--- config.mk ---
export PLATFORM = sky130hd
export DESIGN_NAME = somador_serial_ctrl
export DESIGN_NICKNAME = d
export VERILOG_FILES = /design/src/rtl/somador_serial_ctrl.sv
export SDC_FILE = /design/constraint.sdc
export NUM_CORES = 1
export LEC_CHECK = 0
export BUFFER_PORTS_ARGS = -buffer_cell sky130_fd_sc_hd__buf_2
export CORE_UTILIZATION = 46
export DETAILED_ROUTE_END_ITERATION = 12
export HOLD_SLACK_MARGIN = 0.06
export PLACE_DENSITY = 0.74
export SYNTH_ARGS = -nofsm -noshare
export SYNTH_HDL_FRONTEND = slang
export SYNTH_SLANG_ARGS = --single-unit
export TNS_END_PERCENT = 10
--- constraint.sdc ---
create_clock -name clk -period 1.9 [get_ports clk]
set_input_delay 0.095 -clock clk [delete_from_list [all_inputs] [get_ports clk]]
set_output_delay 0.095 -clock clk [all_outputs]
set_load 0.05 [all_outputs]
--- src/rtl/somador_serial_ctrl.sv ---
// somador_serial_ctrl: sequences one external 1-bit full adder over WIDTH bits, LSB first
module somador_serial_ctrl #(
  parameter int WIDTH = 8
) (
  input  logic             clk,
  input  logic             rst,
  input  logic             start,
  input  logic [WIDTH-1:0] a,
  input  logic [WIDTH-1:0] b,
  input  logic             cin,
  output logic             busy,
  output logic             done,
  output logic [WIDTH-1:0] sum,
  output logic             cout,
  output logic             fa_i0,
  output logic             fa_i1,
  output logic             fa_ci,
  input  logic             fa_s,
  input  logic             fa_co
);
  localparam int CW = $clog2(WIDTH) + 1;
  typedef enum logic [1:0] {IDLE, RUN, DONE} state_t;
  state_t state, nxt;
  logic [WIDTH-1:0] a_sh, b_sh, s_sh, s_nx;
  logic [WIDTH:0] s_cat;
  logic c_reg;
  logic [CW-1:0] cnt;
  logic last;
  // concatenating before slicing keeps the shift legal when WIDTH is 1
  assign s_cat = {fa_s, s_sh};
  assign s_nx = s_cat[WIDTH:1];
  assign last = cnt == CW'(WIDTH - 1);
  assign busy = state == RUN;
  assign done = state == DONE;
  assign fa_i0 = busy & a_sh[0];
  assign fa_i1 = busy & b_sh[0];
  assign fa_ci = busy & c_reg;
  // state register
  always_ff @(posedge clk or posedge rst)
    if (rst) state <= IDLE;
    else state <= nxt;
  // next state: accept start only when idle, leave RUN after the top bit, DONE lasts one cycle
  always_comb begin
    nxt = state;
    nxt = (state == IDLE && start) ? RUN :
          (state == RUN && last)   ? DONE :
          (state == DONE)          ? IDLE : state;
  end
  // operand load, per-bit shift with carry recirculation, result capture on the final bit
  always_ff @(posedge clk or posedge rst)
    if (rst) begin
      a_sh <= '0;
      b_sh <= '0;
      s_sh <= '0;
      c_reg <= 1'b0;
      cnt <= '0;
      sum <= '0;
      cout <= 1'b0;
    end else if (state == IDLE && start) begin
      a_sh <= a;
      b_sh <= b;
      c_reg <= cin;
      cnt <= '0;
    end else if (state == RUN) begin
      s_sh <= s_nx;
      c_reg <= fa_co;
      a_sh <= a_sh >> 1;
      b_sh <= b_sh >> 1;
      cnt <= cnt + CW'(1);
      if (last) begin
        sum <= s_nx;
        cout <= fa_co;
      end
    end
endmodule

==> results of run 1 <==
==> worst paths after layout <==
check                                startpoint                    to  slack [ns]  depth (start not counted)
setup / recovery           state[1]$_DFFE_PP0P_                 fa_i1        0.18                          5
hold / removal                            start   b_sh[0]$_DFFE_PP0P_        0.17                          4
setup reg to reg           state[1]$_DFFE_PP0P_     c_reg$_DFFE_PP0P_        0.20                          6
hold reg to reg             b_sh[0]$_DFFE_PP0P_   b_sh[0]$_DFFE_PP0P_        0.49                          2
max in group asynchronous                   rst  state[0]$_DFFE_PP0P_        1.16                          4
min in group asynchronous                   rst    sum[4]$_DFFE_PP0P_        0.39                          4
==> cell families after synthesis <==
kind of cell,Yosys count,share of synthesized area (%)
xor gates and xnor gates,1,0.537
adders and majority gates,1,0.767
buffers and inverters,10,3.45
muxes,9,6.21
AOI/OAI and AO/OA,26,11.3
DFF,39,59.8
and+or+nand+nor,69,17.9
==> cells in the mapped netlist <==
| master | number | share of area, % |
|---|---|---|
| a21o_1 | 1 | 0.46 |
| a21oi_1 | 1 | 0.31 |
| a22oi_1 | 15 | 6.9 |
| and2_1 | 4 | 1.5 |
| and3b_1 | 1 | 0.54 |
| buf_2 | 3 | 0.92 |
| buf_4 | 2 | 0.92 |
| buf_6 | 1 | 0.69 |
| clkbuf_1 | 2 | 0.46 |
| dfrtp_1 | 39 | 60 |
| ha_1 | 1 | 0.77 |
| inv_1 | 2 | 0.46 |
| mux2_2 | 9 | 6.2 |
| nand2_1 | 60 | 14 |
| nand2b_4 | 1 | 0.84 |
| nand3_1 | 1 | 0.31 |
| nor2b_1 | 1 | 0.38 |
| nor3b_1 | 1 | 0.46 |
| o21a_1 | 1 | 0.46 |
| o21ai_0 | 5 | 1.5 |
| o21ba_2 | 1 | 0.61 |
| o21bai_2 | 1 | 0.69 |
| o22ai_1 | 1 | 0.38 |
| xor2_1 | 1 | 0.54 |
==> stage by stage <==
stage	hold slack, ns	cell area [um^2]	cells
final	0.174	2170	263
after global routing	0.186	2170	263
after CTS	0.179	2150	261
after detailed placement	0.232	1850	232
after global placement	0.228	1850	232
after floorplan	0.200	1630	155
==> timing repair <==
item / 4_1_cts / 5_1_grt
hold buffers: 21 / 0
resized for setup: 2 / 2
setup buffers: 0 / 2
endpoints found under the setup margin: 3 / 4
endpoints found under the hold margin: 59 / 0
==> cell usage in the layout (no fill, tap or decap) <==
master | synthesis | final
bufinv_16 | 0 | 1
and2_1 | 4 | 4
o21a_1 | 1 | 1
clkinv_2 | 0 | 1
clkbuf_8 | 0 | 1
nand3_1 | 1 | 1
clkbuf_4 | 0 | 6
dfrtp_2 | 0 | 1
o21bai_2 | 1 | 1
o21ai_0 | 5 | 5
and3b_1 | 1 | 1
nand2b_4 | 1 | 1
a21o_1 | 1 | 1
dfrtp_1 | 39 | 38
nor3b_2 | 0 | 1
nor2b_1 | 1 | 1
buf_8 | 0 | 1
a21oi_1 | 1 | 1
inv_1 | 2 | 2
buf_2 | 3 | 34
a22oi_1 | 15 | 15
mux2_2 | 9 | 9
o22ai_1 | 1 | 1
nand2_1 | 60 | 60
xor2_1 | 1 | 1
o21ba_2 | 1 | 1
buf_4 | 2 | 5
dlygate4sd3_1 | 0 | 21
ha_1 | 1 | 1
==> area by class of cell <==
cell class                      instances  area, um^2
Clock buffer                            6        51.3
Clock inverter                          2        35.0
Fill cell                             280        1190
Inverter                                2        7.51
Multi-Input combinational cell        106         604
Sequential cell                        39         977
Tap cell                               46        57.6
Timing Repair Buffer                   62         440
==> worst max-delay path, cell delays in order, from the launching register on <==
cell	delay [ns]
dfrtp_1	0.44
nand2b_4	0.16
inv_1	0.09
buf_8	0.20
and2_1	0.15
buf_2	0.25
==> report_power, final <==
part	switching (W)	internal [W]	total (W)
sequential	0.000230	0.00120	0.00143
combinational	0.00116	0.000652	0.00181
clock	0.000258	0.000311	0.000569
==> metal layers <==
layer | wire, um | up-vias | track usage (%) | part of all wire, %
met3 | 161 | 7 | 4.62 | 4.9
met2 | 1650 | 49 | 31.8 | 50
met5 | 0 | - | 0 | 0
met1 | 1410 | 621 | 23.9 | 43
met4 | 50 | 0 | 8.57 | 1.5
li1 | - | 640 | - | -
==> metrics.txt, run 1 <==
Ant. Diodes 0; Area Overhead vs Synth 33.2%; Setup WS pre-CTS 0.262 ns; Max Slew Vio Count 0; final hold viol count 0; Routed Antenna Nets 0; CP max FO 29; distinct cell type count after synthesis 24; Initial DRC Count 38; number of warnings issued by yosys 0; clk_lat worst skew around 0.34 ns; DRC 0; pwr/cell area 1750 nW/um^2; dpl hpwl ~2100 um; biggest regs a_sh: 8 flops, b_sh: 8 flops, sum: 8 flops; Synth Register Bits 39; Crit. End Element output port; nets roughly 240; Vias/cell 5.01; clk buf depth 2; min Tclk post-route 1.72 ns; Sum Neg Setup Slack 0 ns; Slew HR between 60% and 70%; Clk Tree Root Cell clkbuf_4; Clock Skew approximately 0.0066 ns; DIE AREA 3790 um^2; overflow left after global routing 0; Crit Path Class flop to output port; setup violators final 0; global placer's final weighted congestion 0.684; H-tree levels 2; aggregate global-route resource usage 19.2%; I/O pins 36; core area 3360 um^2; CTS tree done; area of the mapped netlist 1630 um^2; FMAX 580 MHz; register area share after synthesis between 50% and 60%; syn_nets 178; status completed; CTS Buf Count 5; maximum VDD drop 1040 uV; RSZ-0062 raised after global routing no; worst slew pin tran 0.465 ns; vias in the first global route approximately 1200; WL final 3270 um; required time of the critical path 1.80 ns; die extent in x roughly 62 um; row count 21; starting density of the core between 40% and 50%; layout cell share with drive strength beyond 1 29.0%; final setup margin 0.175 ns; initial antenna violation count 0; chip height 61.6 um; drt wl/cell around 12 um; Core Util, Final 64.6%; first-pass GRT wire length roughly 5200 um; max_cap viols 0; Clock Pin Slew Worst Setup and Hold Paths 0.11 ns; Hold Path Class primary input to flop; DRT Pass-1 Iters 4; total power draw 0.00380 W; Clock Sinks 39; Worst setup SP type flop; Worst EP arrival 1.63 ns; via count 1317; Synth Instances 155; pin count of the biggest net entering global routing 40; LEAKAGE 1.12 nW; Avg Inst Size Synth 10.5 um^2; PortBufs 35; fin crit share 90.8%
(Power assumes the default switching activity.)
==> run 2, diff against run 1 <==
--- a/config.mk
+++ b/config.mk
@@ -5,11 +5,13 @@
 export SDC_FILE = /design/constraint.sdc
 export NUM_CORES = 1
 export LEC_CHECK = 0
+export ABC_CLOCK_PERIOD_IN_PS = 1900
 export BUFFER_PORTS_ARGS = -buffer_cell sky130_fd_sc_hd__buf_2
 export CORE_UTILIZATION = 46
 export DETAILED_ROUTE_END_ITERATION = 12
 export HOLD_SLACK_MARGIN = 0.06
 export PLACE_DENSITY = 0.74
+export RECOVER_POWER = 50
 export SYNTH_ARGS = -nofsm -noshare
 export SYNTH_HDL_FRONTEND = slang
 export SYNTH_SLANG_ARGS = --single-unit
==> run 2 against run 1 <==
Routed wire length rose by 0.15%. Final area fell by 0.52%. Non-clock buffer count stayed put. Sequential share of layout area increased by 0.23 points. Clock power about the same. Flip-flop and latch count unchanged. Die area stayed put. Critical path type unchanged. Largest power group unchanged. Highest routed layer unchanged.
==> metrics.txt, run 2 (same netlist as run 1, synthesis figures left out) <==
status completed; CP max FO 29 (unchanged); Routed Antenna Nets 0 (unchanged); Clock Pin Slew Worst Setup and Hold Paths 0.11 ns (about the same); Area Overhead vs Synth 32.5%; layout cell share with drive strength beyond 1 25.8% (-3.2 points); Vias/cell 5.02 (+0.15%); core area 3360 um^2 (unchanged); pwr/cell area 1750 nW/um^2 (about the same); setup violators final 0 (unchanged); H-tree levels 2 (unchanged); Clock Sinks 39 (unchanged); final setup margin 0.175 ns (+0.000135 ns); drt wl/cell 12.5 um (+0.15%); nets 239 (unchanged); first-pass GRT wire length 5200 um (unchanged); R2R Setup Slk 0.20 ns (about the same); CTS Buf Count 5 (unchanged); Clock Skew 0.00668 ns (+0.0000560 ns); maximum VDD drop 1040 uV (about the same); I/O pins 36 (unchanged); biggest regs a_sh: 8 flops, b_sh: 8 flops, sum: 8 flops; minimum hold slack 0.173 ns (-0.00102 ns); max_cap viols 0 (unchanged); Crit Path Class flop to output port; most frequent cells in the layout nand2_1, dfrtp_1, buf_2, dlygate4sd3_1, a22oi_1; LEAKAGE 1.09 nW (-2.2%); Slew HR 39.3% (-30 points); final hold viol count 0 (unchanged); Max Slew Vio Count 0 (unchanged); CTS tree done; Worst setup SP type flop; WL final 3280 um (+0.15%); row count 21 (unchanged); Worst EP arrival 1.63 ns (about the same); clk buf depth 2 (unchanged); starting density of the core 48.5% (unchanged); Initial DRC Count 38 (unchanged); overflow left after global routing 0 (unchanged); global placer's final weighted congestion 0.684 (unchanged); Crit. End Element output port; R2R Path Start state[1]$_DFFE_PP0P_; vias in the first global route 1211 (unchanged); via count 1319 (+0.15%); Sum Neg Setup Slack 0 ns (unchanged); DRC 0 (unchanged); worst setup path start state[1]$_DFFE_PP0P_; Clk Tree Root Cell clkbuf_4; PortBufs 35 (unchanged); pin count of the biggest net entering global routing 40 (unchanged); Setup WS pre-CTS 0.262 ns (unchanged); chip height 61.6 um (unchanged); fin crit share 90.8% (about the same); initial antenna violation count 0 (unchanged); Hold Path Class primary input to flop; dpl hpwl 2060 um (unchanged); min Tclk post-route 1.72 ns (-0.000135 ns); Ant. Diodes 0 (unchanged); FMAX 580 MHz (about the same); worst slew pin tran 0.911 ns (+0.446 ns); R2R cell count 6 (unchanged); Critical Path Sink fa_i1; clk_lat worst skew 0.34 ns (about the same); aggregate global-route resource usage 19.2% (unchanged); DIE AREA 3790 um^2 (unchanged); die extent in x 61.6 um (unchanged); commonest non-fill, non-tap cell in the layout nand2_1; RR Endpoint c_reg$_DFFE_PP0P_; RSZ-0062 raised after global routing no; DRT Pass-1 Iters 4 (unchanged); required time of the critical path 1.80 ns (about the same)
==> run 2: cell types whose count changed in the layout (fill, tap and decap cells not counted) <==
cell,delta
buf_4,-1
buf_2,-7
clkbuf_2,+1
clkbuf_1,+7
==> run 2: final cells by class <==
class,instances,area (um^2)
Tap cell,46,57.6
Inverter,2,7.51
Clock buffer,6,51.3
Timing Repair Buffer,62,429
Fill cell,284,1200
Multi-Input combinational cell,106,604
Clock inverter,2,35.0
Sequential cell,39,977
==> run 2: how the worst min path moves through the flow <==
stage	to	slack, ns	start	cells past startpoint
6_report	b_sh[0]$_DFFE_PP0P_	0.17	start	4
5_1_grt	b_sh[1]$_DFFE_PP0P_	0.19	start	4
4_1_cts	b_sh[4]$_DFFE_PP0P_	0.18	start	4
3_5_place_dp	sum[5]$_DFFE_PP0P_	0.23	rst	3
3_3_place_gp	sum[5]$_DFFE_PP0P_	0.23	rst	3
2_1_floorplan	s_sh[7]$_DFFE_PP0P_	0.20	fa_s	2
==> run 2: metal layers <==
| layer | share of wire, % | up-vias | track usage [%] |
|---|---|---|---|
| li1 | - | 640 | - |
| met1 | 43 | 625 | 23.9 |
| met2 | 50 | 47 | 31.8 |
| met3 | 5.0 | 7 | 4.62 |
| met4 | 1.5 | 0 | 8.57 |
| met5 | 0 | - | 0 |
==> run 2: what timing repair did <==
action / CTS / global route
endpoints found under the hold margin: 59 / 0
endpoints found under the setup margin: 3 / 4
gates resized for setup: 2 / 2
setup buffers: 0 / 2
hold buffers: 21 / 0
==> run 2: per-stage QoR <==
step           utilization (%)  cells  area [um^2]  power (W)
2_1_floorplan                -    155         1630    0.00275
3_3_place_gp              55.0    232         1850    0.00305
3_5_place_dp              55.0    232         1850    0.00313
4_1_cts                   64.0    261         2150    0.00376
5_1_grt                   64.3    263         2160    0.00407
6_report                  64.3    263         2160    0.00379
==> run 2: report_power, final <==
part	internal [W]	switching (W)	leakage, nW
clock network	0.000311	0.000259	0.0482
registers	0.00120	0.000231	0.496
logic	0.000633	0.00116	0.549
==> run 2: critical path, cell delays in order (launching register included) <==
cell	delay [ns]
dfrtp_1	0.44
nand2b_4	0.16
inv_1	0.09
buf_8	0.20
and2_1	0.15
buf_2	0.25
==> run 3, diff against run 2 <==
--- a/config.mk
+++ b/config.mk
@@ -7,10 +7,10 @@
 export LEC_CHECK = 0
 export ABC_CLOCK_PERIOD_IN_PS = 1900
 export BUFFER_PORTS_ARGS = -buffer_cell sky130_fd_sc_hd__buf_2
-export CORE_UTILIZATION = 46
+export CORE_UTILIZATION = 25
 export DETAILED_ROUTE_END_ITERATION = 12
 export HOLD_SLACK_MARGIN = 0.06
-export PLACE_DENSITY = 0.74
+export PLACE_DENSITY = 0.48
 export RECOVER_POWER = 50
 export SYNTH_ARGS = -nofsm -noshare
 export SYNTH_HDL_FRONTEND = slang
==> run 3 against run 2 <==
Cell count up 11%. Setup slack worse by 0.064 ns. Critical endpoint unchanged. Register-to-register slack better by 0.06 ns. Critical path depth unchanged.
==> metrics.txt, run 3 (same netlist as run 1, synthesis figures left out) <==
Clock Sinks 39 (unchanged); RR Endpoint sum[1]$_DFFE_PP0P_; pin count of the biggest net entering global routing 40 (unchanged); Slew HR 35.2% (-4.1 points); CTS tree done; DRC 0 (unchanged); R2R Path Start cnt[0]$_DFFE_PP0P_; Vias/cell 4.35 (-13%); pwr/cell area 1700 nW/um^2 (-2.9%); status completed; layout cell share with drive strength beyond 1 26.0% (+0.24 points); starting density of the core 25.8% (-23 points); post-CTS setup buffers 0 (unchanged); PortBufs 35 (unchanged); min Tclk post-route 1.79 ns (+0.0638 ns); I/O pins 36 (unchanged); Critical Path Stages 5 (unchanged); RSZ-0062 raised after global routing no; Crit Path Class flop to output port; most frequent cells in the layout nand2_1, dfrtp_1, buf_2, dlygate4sd3_1, a22oi_1; Max Slew Vio Count 0 (unchanged); Crit. End Element output port; Routed Antenna Nets 0 (unchanged); minimum hold slack 0.287 ns (+0.115 ns); Clock Skew 0.00569 ns (-0.000988 ns); WL final 3440 um (+5.0%); crit-path leading delay family buffers and inverters; drt wl/cell 11.8 um (-5.4%); max_cap viols 0 (unchanged); Critical Path Sink fa_i1; Clock Pin Slew Worst Setup and Hold Paths 0.08 ns (-0.03 ns); Initial DRC Count 44 (+16%); CTS Buf Count 5 (unchanged); vias in the first global route 1207 (-0.33%); Worst EP arrival 1.69 ns (+0.06 ns); Worst setup SP type flop; worst setup path start state[1]$_DFFE_PP0P_; Hold Path Class primary input to flop; DIE AREA 6850 um^2 (+81%); LEAKAGE 1.09 nW (-0.47%); FMAX 559 MHz (-3.6%); dpl hpwl 2220 um (+7.9%); Slowest-stage cell, CP dfrtp_1; commonest non-fill, non-tap cell in the layout nand2_1; DRT Pass-1 Iters 4 (unchanged); maximum VDD drop 683 uV (-34%); Area Overhead vs Synth 33.8%; clk buf depth 2 (unchanged); biggest regs a_sh: 8 flops, b_sh: 8 flops, sum: 8 flops; overflow left after global routing 0 (unchanged); chip height 82.8 um (+34%); nets 238 (-0.42%); crit path cell chain nand2b_4 > inv_1 > buf_4 > and2_1 > buf_2; row count 29 (+38%); fin crit share 94.1% (+3.4 points); Worst Path Buf+Inv 3 (unchanged); H-tree levels 2 (unchanged); Sum Neg Setup Slack 0 ns (unchanged); R2R Setup Slk 0.26 ns (+0.06 ns); clk_lat worst skew 0.29 ns (-0.05 ns); die extent in x 82.8 um (+34%); core area 6310 um^2 (+88%); via count 1270 (-3.7%); CP peak stage delay 0.43 ns (about the same); first-pass GRT wire length 5640 um (+8.4%); final hold viol count 0 (unchanged); global placer's final weighted congestion 0.679 (-0.75%); Ant. Diodes 0 (unchanged); total power draw 0.00371 W (-2.0%); worst slew pin tran 0.972 ns (+0.0614 ns); aggregate global-route resource usage 11.2% (-8.1 points); required time of the critical path 1.80 ns (about the same); Clk Tree Root Cell clkbuf_8; R2R cell count 4 (-2); CP max FO 18 (-38%); initial antenna violation count 0 (unchanged); Core Util, Final 34.6% (-30 points); setup violators final 0 (unchanged)
[run 3: cell types whose count changed in the layout (fill, tap and decap cells not counted), sizes merged]
cell and change:
buf +2, clkbuf -2, bufinv -1, dlygate4sd3 -1
[run 3: metrics by stage]
step	worst slack (ns)	instances	instance area, um^2
after detailed placement	0.266	265	1900
after CTS	0.0753	292	2190
after global routing	0.00207	292	2180
after floorplan	0.305	155	1630
after global placement	0.284	265	1900
final	0.112	292	2180
[run 3: worst min-delay path by stage]
stage / cells past startpoint / slack, ns / end / from
final: 3 / 0.29 / cnt[3]$_DFFE_PP0P_ / start
after global routing: 3 / 0.28 / cnt[3]$_DFFE_PP0P_ / start
after floorplan: 2 / 0.20 / s_sh[7]$_DFFE_PP0P_ / fa_s
after global placement: 3 / 0.25 / b_sh[5]$_DFFE_PP0P_ / rst
after detailed placement: 3 / 0.25 / b_sh[6]$_DFFE_PP0P_ / rst
after CTS: 3 / 0.28 / cnt[3]$_DFFE_PP0P_ / start
[run 3: layout make-up]
type                            instances  area, um^2
Inverter                                2        7.51
Timing Repair Buffer                   61         410
Clock buffer                            6        82.6
Sequential cell                        39         977
Clock inverter                          1        5.00
Multi-Input combinational cell        106         604
Tap cell                               77        96.3
Fill cell                             683        4130
[run 3: per-layer routing]
metal,wire (um),global-route usage [%],vias to the layer above
met3,149,3.28,8
met1,1670,13.7,593
met4,55,5.17,0
met2,1570,18.0,31
li1,-,-,638
met5,0,0,-
[run 3: power by group]
group,switching (W),total (W),internal (W)
Clock,0.000283,0.000568,0.000285
Sequential,0.000228,0.00143,0.00120
Combinational,0.00113,0.00172,0.000584
[run 3: worst reg2reg max path: stages (launching register included)]
cell and delay, ns:
dfrtp_1 0.38, ha_1 0.19, and3b_1 0.20, and2_1 0.37, mux2_2 0.38
[run 3: timing repair]
item                       CTS  global route
hold endpoints to repair    59             0
setup endpoints to repair    0             3
hold buffers                20             0
gates resized for setup      0             1
